===== src/rtl/aes_pkg.sv =====
// aes_pkg: shared AES CTR types, slice geometry and sparse counter-FSM state encodings.
package aes_pkg;
    localparam int CtrWidthDef   = 128;
    localparam int SliceSizeCtr  = 16;
    localparam int NumSlicesDef  = CtrWidthDef / SliceSizeCtr;
    localparam int SliceIdxWidth = $clog2(NumSlicesDef);

    typedef logic [SliceSizeCtr-1:0]  ctr_slice_t;
    typedef logic [SliceIdxWidth-1:0] ctr_slice_idx_t;

    // Pairwise Hamming distance of 4 so a single upset never lands on another valid state.
    typedef enum logic [5:0] {
        CTR_IDLE  = 6'b001011,
        CTR_REQ   = 6'b110001,
        CTR_BUSY  = 6'b011100,
        CTR_ERROR = 6'b100110
    } ctr_state_e;
endpackage


===== src/rtl/aes_ctr_datapath.sv =====
// aes_ctr_datapath: CTR counter register served slice-serially to the increment FSM.
// Optional sticky wrap detection is enabled by defining AES_CTR_WRAP_DETECT_EN.
module aes_ctr_datapath
    import aes_pkg::*;
#(
    parameter int CtrWidth = CtrWidthDef
) (
    input  logic                 clk_i,
    input  logic                 rst_ni,
    input  logic                 iv_load_i,
    input  logic [CtrWidth-1:0]  iv_i,
    input  logic                 incr_req_i,
    output logic                 incr_ack_o,
    output logic [CtrWidth-1:0]  ctr_o,
    output logic                 incr_o,
    input  logic                 ready_i,
    input  ctr_slice_idx_t       ctr_slice_idx_i,
    output ctr_slice_t           ctr_slice_o,
    input  ctr_slice_t           ctr_slice_i,
    input  logic                 ctr_we_i,
    input  logic                 fsm_alert_i,
    output logic                 alert_o,
    output logic                 wrap_o
);
    localparam int NumSlices = CtrWidth / SliceSizeCtr;

    ctr_state_e          state_q, state_d;
    logic [CtrWidth-1:0] ctr_q, ctr_d, ctr_w;
    logic                first_q, err, load_en, wr_en, idx_oob;

    assign idx_oob = int'(ctr_slice_idx_i) >= NumSlices;
    assign err     = fsm_alert_i || (ctr_we_i && (state_q != CTR_BUSY || idx_oob));
    assign load_en = !err && state_q == CTR_IDLE && iv_load_i;
    assign wr_en   = !err && state_q == CTR_BUSY && ctr_we_i;

    always_ff @(posedge clk_i or negedge rst_ni) begin
        if (!rst_ni) begin
            state_q <= CTR_IDLE;
            first_q <= 1'b0;
        end else begin
            state_q <= state_d;
            first_q <= state_q == CTR_REQ;
        end
    end

    always_comb begin
        state_d = CTR_ERROR;
        case (state_q)
            CTR_IDLE:  state_d = (!iv_load_i && incr_req_i && ready_i) ? CTR_REQ : CTR_IDLE;
            CTR_REQ:   state_d = CTR_BUSY;
            CTR_BUSY:  state_d = (ready_i && !first_q) ? CTR_IDLE : CTR_BUSY;
            default:   state_d = CTR_ERROR;
        endcase
        state_d = err ? CTR_ERROR : state_d;
    end

    always_comb begin
        incr_o     = !err && state_q == CTR_REQ;
        incr_ack_o = !err && state_q == CTR_BUSY && ready_i && !first_q;
        alert_o    = state_q == CTR_ERROR;
    end

    always_comb begin
        ctr_w = ctr_q;
        ctr_w[int'(ctr_slice_idx_i)*SliceSizeCtr +: SliceSizeCtr] = ctr_slice_i;
    end

    assign ctr_d = load_en ? iv_i : wr_en ? ctr_w : ctr_q;

    always_ff @(posedge clk_i or negedge rst_ni) begin
        if (!rst_ni) ctr_q <= '0;
        else         ctr_q <= ctr_d;
    end

    assign ctr_o       = ctr_q;
    assign ctr_slice_o = ctr_q[int'(ctr_slice_idx_i)*SliceSizeCtr +: SliceSizeCtr];

`ifdef AES_CTR_WRAP_DETECT_EN
    logic wrap_q, wrap_d;
    // Wrap is only judged on the top slice write, when the whole carry chain has resolved.
    assign wrap_d = load_en ? 1'b0
                  : (wr_en && int'(ctr_slice_idx_i) == NumSlices-1 && ctr_w == '0) ? 1'b1
                  : wrap_q;

    always_ff @(posedge clk_i or negedge rst_ni) begin
        if (!rst_ni) wrap_q <= 1'b0;
        else         wrap_q <= wrap_d;
    end

    assign wrap_o = wrap_q;
`else
    assign wrap_o = 1'b0;
`endif
endmodule


===== config.mk =====
export PLATFORM = sky130hd
export DESIGN_NAME = aes_ctr_datapath
export DESIGN_NICKNAME = d
export VERILOG_FILES = /design/src/rtl/aes_pkg.sv /design/src/rtl/aes_ctr_datapath.sv
export SDC_FILE = /design/constraint.sdc
export NUM_CORES = 1
export LEC_CHECK = 0
export BUFFER_PORTS_ARGS = -buffer_cell sky130_fd_sc_hd__buf_2
export CAP_MARGIN = 20
export CORE_MARGIN = 2
export CORE_UTILIZATION = 45
export CTS_CLUSTER_SIZE = 40
export DETAILED_ROUTE_END_ITERATION = 7
export GPL_ROUTABILITY_DRIVEN = 1
export PLACE_DENSITY = 0.76
export SETUP_SLACK_MARGIN = 0.3
export SLEW_MARGIN = 20
export SYNTH_ARGS = -nofsm -noshare
export SYNTH_HDL_FRONTEND = slang
export SYNTH_SLANG_ARGS = --single-unit

===== constraint.sdc =====
create_clock -name clk_i -period 4.3 [get_ports clk_i]
set_input_delay 0.86 -clock clk_i [delete_from_list [all_inputs] [get_ports clk_i]]
set_output_delay 0.86 -clock clk_i [all_outputs]
set_load 0.02 [all_outputs]

## Word-level counts from Yosys, hierarchy flattened

Cells that the tools add are included.

- Flip-flop bits (word level): 135
- Latch bits: 0
- Memory bits (writable): 0
- Bits in read-only memories: 0
- Input port bits: 154
- Output and inout bits: 148
- Word-level logic and storage cells: 35
- Memories kept: 0

- Add/subtract/negate cells: 1
- Multiply operators: 0
- Div/mod/pow operators: 0
- Magnitude comparators: 0
- Equal/unequal tests: 5
- Shifts and indexed selects: 3
- Mux-type cells: 7
- Bitwise gates (word level): 0
- Reductions and logical operators: 16

Operators by type and width:

| operator | number |
|---|---|
| $mux W128 | 2 |
| $bwmux W128 | 1 |
| $shift A16 B33 Y128 const A | 1 |
| $shiftx A128 B8 Y16 | 1 |
| $shiftx A16 B33 Y128 | 1 |
| $neg A7 Y33 | 1 |
| $pmux W6 S3 | 1 |
| $eq A6 B6 Y1 const B | 2 |
| $mux W6 | 2 |
| $logic_and A1 B1 Y1 | 11 |
| $eq A6 B4 Y1 const B | 1 |
| $eq A6 B5 Y1 const B | 1 |
| $ne A6 B5 Y1 const B | 1 |
| $mux W5 | 1 |
| $logic_not A1 Y1 | 3 |
| $reduce_bool A2 Y1 | 1 |
| $logic_or A1 B1 Y1 | 1 |

## Longest topological paths before layout

Gate-level depths: netlist (run 1).

- Word-level depth: 8
- Depth in mapped cells: 12
- Gate-level depth less buffers: 7

## Worst setup path after synthesis (run 1)

No wires, ideal clock.

- Path type: input -> register
- From: input port ctr_slice_idx_i[1]
- To: register ctr_q[102] (netlist: ctr_o[102])
- Library setup time: 125 ps
- Data arrival time: 3724 ps
- Data required time: 4175 ps
- Slack: 451 ps
- Stages: 12
- Buffers on the path: 5
- Cells stage by stage: buf_2 clkbuf_1 inv_1 ha_1 ha_1 buf_2 nand2b_1 buf_2 or4_4 a221oi_4 buf_6 mux2_2

- Word-level cells in the longest chain between the ends: 5
- Elaborated cells between the ends (all ways): 6
- Those cells by class: 1 x add/sub; 2 x shift; 3 x mux

Ends and longest elaborated chain:

| item | line | RTL |
|---|---|---|
| start, declared | aes_ctr_datapath.sv:17 | `input ctr_slice_idx_t ctr_slice_idx_i,` |
| $neg A7 Y33 (*) | aes_ctr_datapath.sv:65 | `ctr_w[int'(ctr_slice_idx_i)*SliceSizeCtr +: SliceSizeCtr] = ctr_slice_i;` |
| $shiftx A16 B33 Y128 / $shift A16 B33 Y128 (equally long branches) | aes_ctr_datapath.sv:65 |  |
| $bwmux W128 (*) | aes_ctr_datapath.sv:65 |  |
| $mux W128 (*) (2 in a row) | aes_ctr_datapath.sv:68 | `assign ctr_d = load_en ? iv_i : wr_en ? ctr_w : ctr_q;` |
| end signal, assigned | aes_ctr_datapath.sv:72 | `else ctr_q <= ctr_d;` |
| end, declared | aes_ctr_datapath.sv:28 | `logic [CtrWidth-1:0] ctr_q, ctr_d, ctr_w;` |

Mark *: on every way between the ends. The rest lies on a longest branch, timed or not. The select of a mux whose other input is x is not followed.
A chain may end at the register's enable or synchronous reset.

## Final worst setup path (run 1)

- From: input port ctr_slice_idx_i[0]
- To: output port ctr_slice_o[6]

- Word-level cells in the longest chain between the ends: 1

Ends and longest elaborated chain:

| item | line | RTL |
|---|---|---|
| $shiftx A128 B8 Y16 | aes_ctr_datapath.sv:76 | `assign ctr_slice_o = ctr_q[int'(ctr_slice_idx_i)*SliceSizeCtr +: SliceSizeCtr];` |
| end, declared | aes_ctr_datapath.sv:18 | `output ctr_slice_t ctr_slice_o,` |

Every way passes these cells.

==> results of run 1 <==
power by group through the flow:
stage | logic, mW | registers (mW) | clock network (mW)
final | 0.611 | 1.40 | 1.76
after global routing | 0.650 | 1.41 | 1.83
after CTS | 0.609 | 1.40 | 1.77
after detailed placement | 0.607 | 1.42 | 0
after global placement | 0.598 | 1.42 | 0
after floorplan | 0.249 | 1.49 | 0
sequential cells by signal (all words and copies together) (netlist names):
| name | count |
|---|---|
| state_q | 6 |
| ctr_o | 128 |
| first_q | 1 |
cells in the mapped netlist (all sizes together):
cell type / n / area, sq um
ha: 3 / 37.5
nand4b: 1 / 8.76
conb: 1 / 3.75
o21ai: 23 / 115
o221ai: 16 / 140
a21oi: 3 / 15.0
nor2: 67 / 251
dfrtp: 132 / 3300
nand3b: 14 / 105
or2: 4 / 25.0
nor3b: 1 / 7.51
a32oi: 1 / 8.76
inv: 20 / 75.1
or4: 4 / 33.8
nand4: 17 / 106
nand3: 3 / 15.0
nand4bb: 4 / 45.0
o21ba: 1 / 10.0
nand2b: 22 / 138
nor3: 5 / 25.0
nor4bb: 2 / 20.0
clkbuf: 50 / 188
o22a: 1 / 8.76
o21bai: 1 / 7.51
nor2b: 3 / 18.8
nor4: 34 / 213
mux2: 150 / 1690
a31oi: 22 / 138
or3: 8 / 50.1
a21o: 2 / 15.0
buf: 28 / 170
mux4: 32 / 721
dfstp: 3 / 78.8
and4: 1 / 8.76
a211oi: 1 / 12.5
nand2: 79 / 297
o211ai: 24 / 180
a221oi: 5 / 97.6
a221o: 4 / 40.0
and4bb: 1 / 12.5
clkinv: 1 / 3.75
and2: 2 / 12.5
cells in the final DEF (no fill, tap or decap), drive strengths merged, types with 3 or more instances in the layout:
cell     count
buf        329
mux2       150
dfrtp      132
nand2       79
nor2        67
nor4        34
mux4        32
o211ai      24
o21ai       23
nand2b      22
a31oi       22
inv         21
clkbuf      19
nand4       17
o221ai      16
nand3b      14
or3          8
bufinv       7
nor3         5
a221oi       5
clkinv       5
nand4bb      4
a221o        4
or2          4
or4          4
diode        3
nor2b        3
a21oi        3
nand3        3
ha           3
dfstp        3
layer usage:
layer / vias up / GRT usage
li1: 3495 / -
met1: 3991 / 0.388
met2: 481 / 0.544
met3: 100 / 0.0540
met4: 0 / 0.168
met5: - / 0
logic make-up (layout without fill, tap and decap cells):
group                      count (synthesis)  count (layout)
AOI/OAI and AO/OA                        104             104
DFF                                      135             135
adders and majority gates                  3               3
buffers and inverters                     99             381
other                                      1               4
and+or+nand+nor                          272             272
muxes                                    182             182
stage by stage:
| stage | power [mW] | setup slack (ps) | instances | hold slack [ps] | utilization |
|---|---|---|---|---|---|
| 3_3_place_gp | 2.01 | 763 | 1281 | 507 | 0.547 |
| 6_report | 3.77 | 896 | 1315 | 398 | 0.585 |
| 4_1_cts | 3.78 | 898 | 1312 | 428 | 0.584 |
| 3_5_place_dp | 2.03 | 695 | 1281 | 515 | 0.547 |
| 5_1_grt | 3.89 | 841 | 1315 | 442 | 0.585 |
| 2_1_floorplan | 1.74 | 451 | 796 | 564 | - |
final timing paths:
check | from | end | slack, ps | cells after the start
min in group clk_i | ctr_o[111]$_DFFE_PN0P_ | ctr_o[111]$_DFFE_PN0P_ | 530 | 1
max | ctr_slice_idx_i[0] | ctr_slice_o[6] | 900 | 6
min reg2reg | ctr_o[111]$_DFFE_PN0P_ | ctr_o[111]$_DFFE_PN0P_ | 530 | 1
max reg2reg | state_q[1]$_DFF_PN1_ | ctr_o[47]$_DFFE_PN0P_ | 1580 | 5
min | rst_ni | ctr_o[33]$_DFFE_PN0P_ | 400 | 1
max in group asynchronous | rst_ni | ctr_o[106]$_DFFE_PN0P_ | 3060 | 2
layout make-up:
| class | count | area, sq um |
|---|---|---|
| Inverter | 21 | 78.8 |
| Tap cell | 234 | 293 |
| Sequential cell | 135 | 3380 |
| Antenna cell | 3 | 7.51 |
| Fill cell | 1603 | 7710 |
| Clock inverter | 12 | 246 |
| Timing Repair Buffer | 329 | 1750 |
| Clock buffer | 19 | 453 |
| Multi-Input combinational cell | 562 | 4660 |
==> results.toml, run 1 <==
[timing]
setup_tns_ps = 0
finalSetupViolCount = 0
rsz0062_at_grt = "no"
hold_violations = 0
tightestPinTransition_ps = 870
drv_slew = 0
finalCritPeriodShare = 0.792
min_period_ps = 3400
clock.fmax_mhz = 294
skew_ps = 4.10
max_slew_margin = 0.420

[logic_synthesis]
synth_area_sq_mm = 0.00845
synthSimpleGateAreaFrac = 0.165
syn-num-nets = 953
synthXorXnorAreaFrac = 0
ys_types = 48
post_synth.cell_area_avg_sq_um = 10.6
synth_cells = 796
synth_top_family_by_area = "multiplexers"
yosys.area_share.adder = 0.00444
synth_compound_area_frac = 0.0933
synth-seq-cells = 135
synth.yosys.warnings = 0
synthMuxAreaShare = 0.285
ys_seq_area_frac = 0.400

[power]
leakagePower_nw = 5.52
cellPowerDensity_mw_per_mm2 = 347
power.share.sequential = 0.371
p_int_mw = 2.75
combinationalPowerShare = 0.162
ir_drop_uv = 287
p_switching_mw = 1.02
swShare = 0.270
clock_power_share = 0.467

[grt]
grt_max_degree = 77
grt_pass1_wl_mm = 47.4
antenna_found_initial = 3
track_usage = 0.319
grt_pass1_vias = 8048
gr-total-overflow = 0

[placement]
post-dp-hpwl_mm = 23.6
dpl_cell_area_sq_mm = 0.0102
place.port_buffers = 300
gp_congestion = 0.919

[floorplan]
core_area_sq_mm = 0.0186
die_w_microns = 141
ioPinCount = 302
num_rows = 50
die_h_microns = 141
start_util = 0.455
die_area_sq_mm = 0.0199

[clocking]
clock_path_buffers = 2
cts_resized = 0
cts_tree = "yes"
numCtsBuffers = 17
clockRootBuffer = "clkbuf_16"
cts_sinks = 135
htree_levels = 4
clk_pin_slew_ps = 60
post_cts_buffers = 0
clk_latency_ps = 430
ctsHoldBuffers = 0

[detailed_routing]
drtIter0Drc = 584
dr.pass1.iters = 7
vias = 8067
met1_length_mm = 12.4
vias_per_cell = 6.13
wl_mm = 32.4
wl_met2_mm = 16.0
met3_length_mm = 2.43
wl_per_cell_microns = 24.6
ant_nets = 0
highest_layer = "met4"
route.detailed.drc = 0

[worst_setup_path]
cpMaxStageDelayCell = "mux4_2"
worst-path-buf-inv = 3
crit_type = "in2out"
critPathTopFamily = "buffers and inverters"
cp-end-kind = "output port"
crit_path_cell_trace = "buf_2, buf_4, mux4_2, nand2_1, nand2_1, buf_2"
worstPathArrival_ps = 2540
max_stage_delay_ps = 610
required_ps = 3440
cp-start-kind = "primary input"
critPathMaxFanout = 18

[finish]
drive_above_1_share = 0.519
final_area_sq_mm = 0.0109
nets = 1223
syn2layout_area_growth_pct = 28.6

[run]
drv_cap = 0

[worst_hold_path]
hold_class = "in2async"

[status]
status = "finished, final reports clean"
No activity file was read; power rests on OpenSTA's default activity.
==> run 2, diff against run 1 <==
--- a/config.mk
+++ b/config.mk
@@ -12,7 +12,7 @@
 export CTS_CLUSTER_SIZE = 40
 export DETAILED_ROUTE_END_ITERATION = 7
 export GPL_ROUTABILITY_DRIVEN = 1
-export PLACE_DENSITY = 0.76
+export PLACE_DENSITY = 0.79
 export SETUP_SLACK_MARGIN = 0.3
 export SLEW_MARGIN = 20
 export SYNTH_ARGS = -nofsm -noshare
==> constraint.sdc (replaced) <==
create_clock -name clk_i -period 3.05 [get_ports clk_i]
set_input_delay 0.61 -clock clk_i [delete_from_list [all_inputs] [get_ports clk_i]]
set_output_delay 0.61 -clock clk_i [all_outputs]
set_load 0.02 [all_outputs]
==> results.toml, run 2 (synthesis gave the netlist of run 1 again) <==
[status]
status = "finished, final reports clean"

[worst_setup_path]
required_ps = 2440
cp-start-kind = "primary input"
cp-startpoint = "ctr_slice_idx_i[0]"
cp-end-kind = "output port"
worstPathArrival_ps = 2080
critPathMaxFanout = 50
rr_worst_depth = 5
regToRegEndpoint = "ctr_o[105]$_DFFE_PN0P_"
crit_type = "in2out"
crit-reg2reg-launch = "state_q[1]$_DFF_PN1_"
reg2reg_slack_ps = 640

[detailed_routing]
vias_per_cell = 6.18
dr.pass1.iters = 7
drtIter0Drc = 666
ant_nets = 0
vias = 8190
route.detailed.drc = 0
wl_mm = 32.8
wl_per_cell_microns = 24.7

[floorplan]
core_area_sq_mm = 0.0186
die_w_microns = 141
num_rows = 50
die_h_microns = 141
start_util = 0.455
ioPinCount = 302
die_area_sq_mm = 0.0199

[grt]
grt_pass1_vias = 8293
grt_pass1_wl_mm = 48.9
antenna_found_initial = 2
gr-total-overflow = 0
track_usage = 0.328
grt_max_degree = 79

[worst_hold_path]
hold_class = "in2async"

[placement]
pre_cts_ws_ps = 23.9
place.port_buffers = 300
post-dp-hpwl_mm = 23.6
dpl_cell_area_sq_mm = 0.0105
gp_congestion = 0.865

[clocking]
htree_levels = 4
clockRootBuffer = "clkbuf_16"
clk_pin_slew_ps = 60
cts_resized = 1
clk_latency_ps = 420
post_cts_buffers = 0
cts_sinks = 135
cts_tree = "yes"
numCtsBuffers = 17
ctsHoldBuffers = 0
clock_path_buffers = 2

[timing]
setup_tns_ps = 0
max_slew_margin = 0.554
clock.fmax_mhz = 371
drv_slew = 0
skew_ps = 7.05
setup_ws_ps = 356
finalCritPeriodShare = 0.883
min_period_ps = 2690
rsz0062_at_grt = "no"
tightestPinTransition_ps = 669
hold_violations = 0
finalSetupViolCount = 0

[finish]
layout_commonest_cell = "buf_2"
nets = 1233
final_area_sq_mm = 0.0112
syn2layout_area_growth_pct = 32.2
largest_reg_flops = 128
drive_above_1_share = 0.531
final_cell_mix = "buf_2, dfrtp_1, mux2_2"

[run]
drv_cap = 0

[power]
leakagePower_nw = 5.61
cellPowerDensity_mw_per_mm2 = 468
ir_drop_uv = 365
total_power_mw = 5.22
==> run 2: cell type report <==
cell class / count / area (sq um)
Antenna cell: 2 / 5.00
Clock buffer: 19 / 443
Clock inverter: 13 / 219
Fill cell: 1564 / 7410
Inverter: 21 / 86.3
Multi-Input combinational cell: 562 / 4820
Sequential cell: 135 / 3380
Tap cell: 234 / 293
Timing Repair Buffer: 339 / 1920
==> run 2: critical path: stages <==
cell and delay (ps):
buf_2 130, buf_12 330, mux4_2 590, nand2_1 140
nand2_1 70, buf_2 170
==> run 2: power by group <==
part | total, mW | internal [mW] | switching, mW
registers | 1.98 | 1.89 | 0.0895
logic | 0.905 | 0.361 | 0.544
clock network | 2.34 | 1.49 | 0.857
==> run 2: worst max path at each step <==
stage,to,slack [ps],cells after the start
floorplan,ctr_o[102]$_DFFE_PN0P_,-60,11
global placement,ctr_o[105]$_DFFE_PN0P_,70,9
detailed placement,ctr_o[107]$_DFFE_PN0P_,20,9
CTS,ctr_slice_o[4],310,7
global route,ctr_slice_o[5],310,6
finish,ctr_slice_o[6],360,6
==> run 2: per-stage QoR <==
stage / utilization / hold slack [ps] / cells
6_report: 0.601 / 153 / 1325
5_1_grt: 0.601 / 193 / 1324
4_1_cts: 0.601 / 171 / 1323
3_5_place_dp: 0.565 / 512 / 1291
3_3_place_gp: 0.565 / 507 / 1291
2_1_floorplan: - / 314 / 796
==> run 2: routing by layer <==
metal / vias up / global-route usage / share of wire
met1: 4033 / 0.410 / 0.38
met5: - / 0 / 0
met4: 0 / 0.174 / 0.052
li1: 3524 / - / -
met2: 529 / 0.541 / 0.48
met3: 104 / 0.0628 / 0.081
==> run 3, diff against run 2 <==
--- a/config.mk
+++ b/config.mk
@@ -7,12 +7,14 @@
 export LEC_CHECK = 0
 export BUFFER_PORTS_ARGS = -buffer_cell sky130_fd_sc_hd__buf_2
 export CAP_MARGIN = 20
+export CELL_PAD_IN_SITES_DETAIL_PLACEMENT = 0
+export CELL_PAD_IN_SITES_GLOBAL_PLACEMENT = 1
 export CORE_MARGIN = 2
-export CORE_UTILIZATION = 45
+export CORE_UTILIZATION = 35
 export CTS_CLUSTER_SIZE = 40
 export DETAILED_ROUTE_END_ITERATION = 7
 export GPL_ROUTABILITY_DRIVEN = 1
-export PLACE_DENSITY = 0.79
+export PLACE_DENSITY = 0.81
 export SETUP_SLACK_MARGIN = 0.3
 export SLEW_MARGIN = 20
 export SYNTH_ARGS = -nofsm -noshare
==> results.toml, run 3 (synthesis gave the netlist of run 1 again) <==
[timing]
tightestPinTransition_ps = 818
clock.fmax_mhz = 376
setup_tns_ps = 0
hold_violations = 0
finalSetupViolCount = 0
rsz0062_at_grt = "no"
skew_ps = 7.12
finalCritPeriodShare = 0.873
min_period_ps = 2660
drv_slew = 0
max_slew_margin = 0.454

[detailed_routing]
vias = 7831
ant_nets = 0
vias_per_cell = 5.53
route.detailed.drc = 0
dr.pass1.iters = 5
drtIter0Drc = 593
wl_per_cell_microns = 24.7
wl_mm = 34.9

[worst_setup_path]
required_ps = 2440
worstPathArrival_ps = 2050
crit-reg2reg-launch = "state_q[1]$_DFF_PN1_"
cp-end-kind = "output port"
reg2reg_slack_ps = 670
cp-startpoint = "ctr_slice_idx_i[0]"
rr_worst_depth = 5
critPathMaxFanout = 20
regToRegEndpoint = "ctr_o[50]$_DFFE_PN0P_"
crit_type = "in2out"
endpoint = "ctr_slice_o[6]"
cp-start-kind = "primary input"

[finish]
fillers = 2274
final_cell_mix = "buf_2, dfrtp_1, mux2_2"
layout_commonest_cell = "buf_2"
drive_above_1_share = 0.536
final_area_sq_mm = 0.0113
syn2layout_area_growth_pct = 33.7
nets = 1240
largest_reg_flops = 128

[grt]
grt_max_degree = 55
antenna_found_initial = 2
grt_pass1_wl_mm = 51.5
grt_pass1_vias = 8088
gr-total-overflow = 0
track_usage = 0.273

[clocking]
clk_pin_slew_ps = 60
cts_sinks = 135
ctsHoldBuffers = 0
cts_tree = "yes"
numCtsBuffers = 17
htree_levels = 4
clock_path_buffers = 2
clockRootBuffer = "clkbuf_16"
clk_latency_ps = 420

[power]
ir_drop_uv = 366
cellPowerDensity_mw_per_mm2 = 453
leakagePower_nw = 5.63

[placement]
dpl_cell_area_sq_mm = 0.0107
place.port_buffers = 300
gp_congestion = 0.910
post-dp-hpwl_mm = 26.1

[floorplan]
start_util = 0.358
die_w_microns = 159
die_area_sq_mm = 0.0254
core_area_sq_mm = 0.0236
die_h_microns = 159
ioPinCount = 302
num_rows = 56

[status]
status = "finished, final reports clean"

[run]
drv_cap = 0

[worst_hold_path]
hold_class = "in2async"
-- run 3: how the worst min path moves through the flow --
stage,endpoint,from,depth (start not counted)
4_1_cts,ctr_o[50]$_DFFE_PN0P_,rst_ni,1
2_1_floorplan,ctr_o[0]$_DFFE_PN0P_,rst_ni,0
3_3_place_gp,ctr_o[98]$_DFFE_PN0P_,ctr_o[98]$_DFFE_PN0P_,1
3_5_place_dp,ctr_o[60]$_DFFE_PN0P_,ctr_o[60]$_DFFE_PN0P_,1
5_1_grt,ctr_o[50]$_DFFE_PN0P_,rst_ni,1
6_report,ctr_o[50]$_DFFE_PN0P_,rst_ni,1
-- run 3: critical path, stage by stage --
cell	delay, ps
buf_2	160
buf_6	290
mux4_2	600
nand2_1	120
nand2_1	80
buf_2	170
-- run 3: area by class of cell --
cell class                 count  area, sq um  area share
antenna                        1         2.50    0.000222
clock buffer                  17          425      0.0377
clock inverter                15          201      0.0178
inverter                      21         86.3     0.00764
multi-input combinational    562         4830       0.427
sequential                   135         3380       0.299
tap                          319          399      0.0353
timing repair buffer         346         1970       0.175
-- run 3: routing by layer --
layer | wire length [microns] | vias to the layer above | GRT usage | share of wire
li1 | - | 3526 | - | -
met1 | 14300 | 3829 | 0.344 | 0.41
met2 | 16800 | 405 | 0.451 | 0.48
met3 | 2520 | 69 | 0.0651 | 0.072
met4 | 1300 | 2 | 0.111 | 0.037
met5 | 13 | - | 0 | 0.00037
-- run 3: through the flow --
| stage | utilization | cells | setup slack [ps] | total power [mW] | hold slack (ps) |
|---|---|---|---|---|---|
| detailed placement | 0.451 | 1383 | 36.6 | 2.92 | 519 |
| global placement | 0.451 | 1383 | 75.4 | 2.90 | 517 |
| finish | 0.478 | 1416 | 389 | 5.11 | 141 |
| floorplan | - | 796 | -60.1 | 2.48 | 314 |
| CTS | 0.478 | 1415 | 363 | 5.15 | 164 |
| global route | 0.478 | 1416 | 315 | 5.30 | 171 |
-- run 3: what timing repair did --
action,CTS,global route
setup buffers,0,0
setup endpoints to repair,2,3
gates resized for setup,2,2
-- run 3: power by group --
part	internal (mW)	switching, mW	leakage (nW)
Combinational	0.366	0.543	3.50
Sequential	1.89	0.0887	1.82
Clock	1.37	0.855	0.300
